### src/rtl/byte_port_word_master.sv
// Word load/store initiator over a byte-wide synchronous RAM port.
// Stores issue only the enabled lanes; loads issue all four lanes and reassemble a little-endian word.
module byte_port_word_master #(
  parameter int ADDR_W = 9,
  parameter int RD_LAT = 2
) (
  input  logic              CLK,
  input  logic              RST,
  input  logic              req_valid,
  output logic              req_ready,
  input  logic              req_we,
  input  logic [ADDR_W-3:0] req_addr,
  input  logic [31:0]       req_wdata,
  input  logic [3:0]        req_wstrb,
  output logic              resp_valid,
  output logic [31:0]       resp_rdata,
  output logic              mem_we,
  output logic [ADDR_W-1:0] mem_addr,
  output logic [7:0]        mem_wdata,
  input  logic [7:0]        mem_rdata
);

  typedef enum logic [2:0] {
    IDLE,
    WRITE,
    READ_ISSUE,
    READ_DRAIN,
    RESP
  } state_t;

  state_t state_reg, state_next;

  logic [ADDR_W-3:0] addr_reg;
  logic [31:0]       wdata_reg;
  logic [3:0]        mask_reg;
  logic [1:0]        lane_reg;
  logic [23:0]       rbuf_reg;
  logic [31:0]       resp_rdata_reg;

  // Read tag pipeline: one stage per cycle of RAM read latency.
  logic              pipe_vld_reg  [RD_LAT];
  logic [1:0]        pipe_lane_reg [RD_LAT];
  logic              pipe_vld_next [RD_LAT];
  logic [1:0]        pipe_lane_next[RD_LAT];

  logic       accept;
  logic       issue_rd;
  logic [1:0] wr_lane;
  logic [3:0] mask_after;
  logic       cap_vld;
  logic [1:0] cap_lane;
  logic       cap_last;

  // Lowest still-pending store lane.
  always_comb begin
    wr_lane = 2'd3;
    if (mask_reg[0])      wr_lane = 2'd0;
    else if (mask_reg[1]) wr_lane = 2'd1;
    else if (mask_reg[2]) wr_lane = 2'd2;
  end

  assign mask_after = mask_reg & ~(4'b0001 << wr_lane);
  assign issue_rd   = (state_reg == READ_ISSUE);
  assign cap_vld    = pipe_vld_reg[RD_LAT-1];
  assign cap_lane   = pipe_lane_reg[RD_LAT-1];
  assign cap_last   = cap_vld && (cap_lane == 2'd3);

  assign pipe_vld_next[0]  = issue_rd;
  assign pipe_lane_next[0] = lane_reg;

  generate
    for (genvar gi = 1; gi < RD_LAT; gi++) begin : g_pipe
      assign pipe_vld_next[gi]  = pipe_vld_reg[gi-1];
      assign pipe_lane_next[gi] = pipe_lane_reg[gi-1];
    end
  endgenerate

  always_ff @(posedge CLK) begin
    if (RST) state_reg <= IDLE;
    else     state_reg <= state_next;
  end

  always_comb begin
    state_next = state_reg;
    accept     = 1'b0;
    req_ready  = 1'b0;
    resp_valid = 1'b0;
    mem_we     = 1'b0;
    mem_addr   = '0;
    mem_wdata  = '0;
    case (state_reg)
      IDLE: begin
        req_ready = 1'b1;
        if (req_valid) begin
          accept = 1'b1;
          if (!req_we)                state_next = READ_ISSUE;
          else if (req_wstrb == 4'b0) state_next = RESP;
          else                        state_next = WRITE;
        end
      end
      WRITE: begin
        mem_we    = 1'b1;
        mem_addr  = {addr_reg, wr_lane};
        mem_wdata = wdata_reg[{wr_lane, 3'b000} +: 8];
        if (mask_after == 4'b0) state_next = RESP;
      end
      READ_ISSUE: begin
        mem_addr = {addr_reg, lane_reg};
        if (lane_reg == 2'd3) state_next = READ_DRAIN;
      end
      READ_DRAIN: begin
        if (cap_last) state_next = RESP;
      end
      RESP: begin
        resp_valid = 1'b1;
        state_next = IDLE;
      end
      default: state_next = IDLE;
    endcase
  end

  always_ff @(posedge CLK) begin
    if (RST) begin
      addr_reg       <= '0;
      wdata_reg      <= '0;
      mask_reg       <= '0;
      lane_reg       <= '0;
      rbuf_reg       <= '0;
      resp_rdata_reg <= '0;
    end else begin
      if (accept) begin
        addr_reg  <= req_addr;
        wdata_reg <= req_wdata;
        mask_reg  <= req_we ? req_wstrb : 4'b0;
        lane_reg  <= 2'd0;
      end
      if (state_reg == WRITE) mask_reg <= mask_after;
      if (issue_rd)           lane_reg <= lane_reg + 2'd1;
      // Lane 3 bypasses the buffer and goes straight into the response word.
      if (cap_vld && (cap_lane != 2'd3)) rbuf_reg[{cap_lane, 3'b000} +: 8] <= mem_rdata;
      if (state_next == RESP && state_reg != RESP) begin
        if (state_reg == READ_DRAIN) resp_rdata_reg <= {mem_rdata, rbuf_reg};
        else                         resp_rdata_reg <= 32'd0;
      end
    end
  end

  always_ff @(posedge CLK) begin
    for (int i = 0; i < RD_LAT; i++) begin
      if (RST) begin
        pipe_vld_reg[i]  <= 1'b0;
        pipe_lane_reg[i] <= 2'd0;
      end else begin
        pipe_vld_reg[i]  <= pipe_vld_next[i];
        pipe_lane_reg[i] <= pipe_lane_next[i];
      end
    end
  end

  assign resp_rdata = resp_rdata_reg;

endmodule

### config.mk
export PLATFORM = sky130hd
export DESIGN_NAME = byte_port_word_master
export DESIGN_NICKNAME = d
export VERILOG_FILES = /design/src/rtl/byte_port_word_master.sv
export SDC_FILE = /design/constraint.sdc
export NUM_CORES = 1
export LEC_CHECK = 0
export BUFFER_PORTS_ARGS = -buffer_cell sky130_fd_sc_hd__buf_2
export CAP_MARGIN = 0
export CORE_ASPECT_RATIO = 1.5
export CORE_UTILIZATION = 60
export CTS_BUF_LIST = sky130_fd_sc_hd__clkbuf_2
export CTS_CLUSTER_DIAMETER = 80
export DETAILED_ROUTE_END_ITERATION = 8
export MAX_ROUTING_LAYER = met4
export PLACE_DENSITY = 0.87
export SLEW_MARGIN = 20
export SYNTH_ARGS = -nofsm -noshare
export SYNTH_HDL_FRONTEND = slang
export SYNTH_SLANG_ARGS = --single-unit
### constraint.sdc
create_clock -name CLK -period 4.7 [get_ports CLK]
set_input_delay 0.47 -clock CLK [delete_from_list [all_inputs] [get_ports CLK]]
set_output_delay 0.47 -clock CLK [all_outputs]
set_load 0.03 [all_outputs]
==> results.json <==
{
  "outcome": "finished, final reports clean",
  "cp-start-kind": "register",
  "arrival_ns": 2.58,
  "antenna_found_initial": 0,
  "cts_buffers": 9,
  "cts_sinks": 110,
  "holdBufCountCts": 0,
  "drive_gt1_share_pct": 21.7,
  "cts_buffer_depth": 2,
  "port_buffers": 106,
  "wl_um": 11100,
  "synthMuxAreaShare_pct": 1.89,
  "endpoint_kind": "output pin",
  "ys.warnings.count": 0,
  "worst-setup-path-type": "reg -> out",
  "skew_ns": 0.0196,
  "synthAdderAreaFrac_pct": 1.57,
  "report.final.slew_viol_count": 0,
  "yosys.area_share.xor_xnor_pct": 0,
  "grt_pass1_vias": 3859,
  "wl_per_cell_um": 14.9,
  "p_total_mw": 1.58,
  "synthArstFlopShare_pct": 0,
  "fmaxAchievable_mhz": 328,
  "cts_root_buf": "clkbuf_2",
  "syn_area_per_cell_um2": 8.40,
  "synth_cells": 569,
  "drtPass1Iterations": 5,
  "overflow": 0,
  "final.period_utilization_pct": 64.8,
  "syn_area_um2": 4780,
  "tns_ns": 0,
  "grt_pass1_wl_um": 17500,
  "die_w_um": 74.9,
  "critPathRequiredTime_ns": 4.23,
  "cts_setup_buffers": 0,
  "drtIter0Drc": 265,
  "finalSetupViolCount": 0,
  "coreArea_um2": 7660,
  "synthSimpleGateAreaFrac_pct": 23.9,
  "synth.distinct_cells": 38,
  "power.density_nw_per_um2": 295,
  "dr_total_vias": 4346,
  "track_usage_pct": 27.9,
  "io_pins": 107,
  "dpl.hpwl_um": 7600,
  "cts_max_level": 3,
  "hold_violations": 0,
  "placed_area_um2": 5260,
  "ys.flop_type": "dfxtp_1",
  "synth.largest_area_cell": "dfxtp_1",
  "rows": 39,
  "rsz0062_at_grt": "false",
  "fin_nets": 700,
  "synth-compound-area-share_pct": 21.6,
  "dieArea_um2": 8330,
  "grt_max_degree": 60,
  "synth-seq-cells": 110,
  "maxCapViolCount": 0,
  "hold_path.class": "in -> reg",
  "vdd_ir_drop_max_v": 0.000197,
  "hold_slack_ns": 0.0775,
  "critPathMaxFanout": 15,
  "antenna_cells": 0,
  "clock_latency_ns": 0.58,
  "cts_resized": 0,
  "seq_area_frac_synth_pct": 46.1,
  "synth_top_family_by_area": "simple AND/OR/NAND/NOR gates",
  "utilization_pct": 69.9,
  "cts_tree": "built",
  "syn_to_final_growth_pct": 12.1,
  "final_cell_area_um2": 5360,
  "ys_top_cells_by_area": "dfxtp_1, a21oi_1, nand2_1",
  "ant_nets": 0,
  "clk_pin_slew_ns": 0.26,
  "fin_crit_ns": 3.05,
  "slew_headroom_pct": 40.9,
  "synth_edf_count": 0,
  "p_leak_nw": 2.13,
  "die_h_um": 111,
  "worst_pin_slew_ns": 0.885,
  "syn_nets": 630,
  "place_congestion": 0.944,
  "initial_core_util_pct": 62.4,
  "synth_top_area_share_pct": 46.1,
  "vias_per_cell": 5.84,
  "drc": 0
}
==> placed cells by master (no fill, tap or decap), drive strengths merged, types with 2 or more instances in the layout <==
cell type,netlist,layout
a21oi,109,109
nand3b,3,3
clkinv,1,3
nor3,3,3
nor3b,3,3
nand2,113,113
and3b,5,5
nand3,33,33
mux2,8,8
nor2,2,2
a311oi,2,2
o311ai,2,2
ha,6,6
nand2b,43,43
nor2b,12,12
inv,4,4
or3b,2,2
a211oi,2,2
buf,20,112
clkbuf,33,11
a32o,33,33
dfxtp,110,110
o211ai,9,9
==> synth_stat cells, drive strengths merged (2+ instances only) <==
cell type and n:
a211oi 2, a21oi 109, a311oi 2, a32o 33, and3b 5, buf 20
clkbuf 33, dfxtp 110, ha 6, inv 4, mux2 8, nand2 113
nand2b 43, nand3 33, nand3b 3, nor2 2, nor2b 12, nor3 3
nor3b 3, o211ai 9, o311ai 2, or3b 2
==> metal layers <==
metal  track usage, %  vias to the layer above  share of wire [%]
met5                -                        -                  0
met4             13.0                        0                3.1
met3             4.09                       25                5.6
met2             48.2                      161                 53
met1             30.4                     2034                 38
li1                 -                     2126                  -
==> kinds of logic after synthesis <==
logic type | count (synthesis)
simple gates | 226
buf+inv | 58
mux | 8
flops | 110
compound gates | 161
fa+ha+maj | 6
==> power breakdown <==
| part | internal (mW) | total (mW) | switching [mW] |
|---|---|---|---|
| clock network | 0.118 | 0.401 | 0.282 |
| logic | 0.0712 | 0.191 | 0.120 |
| registers | 0.966 | 0.989 | 0.0227 |
| total | 1.16 | 1.58 | 0.425 |
==> final cells by class <==
| type | instances | area (µm²) |
|---|---|---|
| Multi-Input combinational cell | 401 | 2340 |
| Fill cell | 630 | 2300 |
| Sequential cell | 110 | 2200 |
| Timing Repair Buffer | 112 | 576 |
| Tap cell | 102 | 128 |
| Clock buffer | 11 | 55.1 |
| Clock inverter | 3 | 37.5 |
| Inverter | 5 | 18.8 |
==> per-stage QoR <==
step	cells	worst slack (ns)
after floorplan	569	2.43
after global placement	730	2.23
after detailed placement	730	2.15
after CTS	744	1.63
after global routing	744	1.49
final	744	1.65
==> critical path, stage by stage, from the launching register on <==
cell     delay [ns]
dfxtp_1        0.62
or3b_1         0.47
inv_1          0.18
nor2_1         0.42
nor2b_1        0.11
buf_2          0.20
==> final timing paths <==
path / from / endpoint / slack (ns) / cells after the start
setup / recovery: state_reg[2]$_SDFF_PP0_ / mem_addr[7] / 1.65 / 5
hold / removal: req_wdata[29] / wdata_reg[29]$_SDFFE_PP0P_ / 0.08 / 3
setup reg to reg: state_reg[1]$_SDFF_PP0_ / resp_rdata[7]$_SDFFE_PP0P_ / 2.18 / 5
hold reg to reg: pipe_vld_reg[0]$_SDFF_PP0_ / pipe_vld_reg[1]$_SDFF_PP0_ / 0.46 / 1
Note: power is estimated with default switching activity, not from simulation.
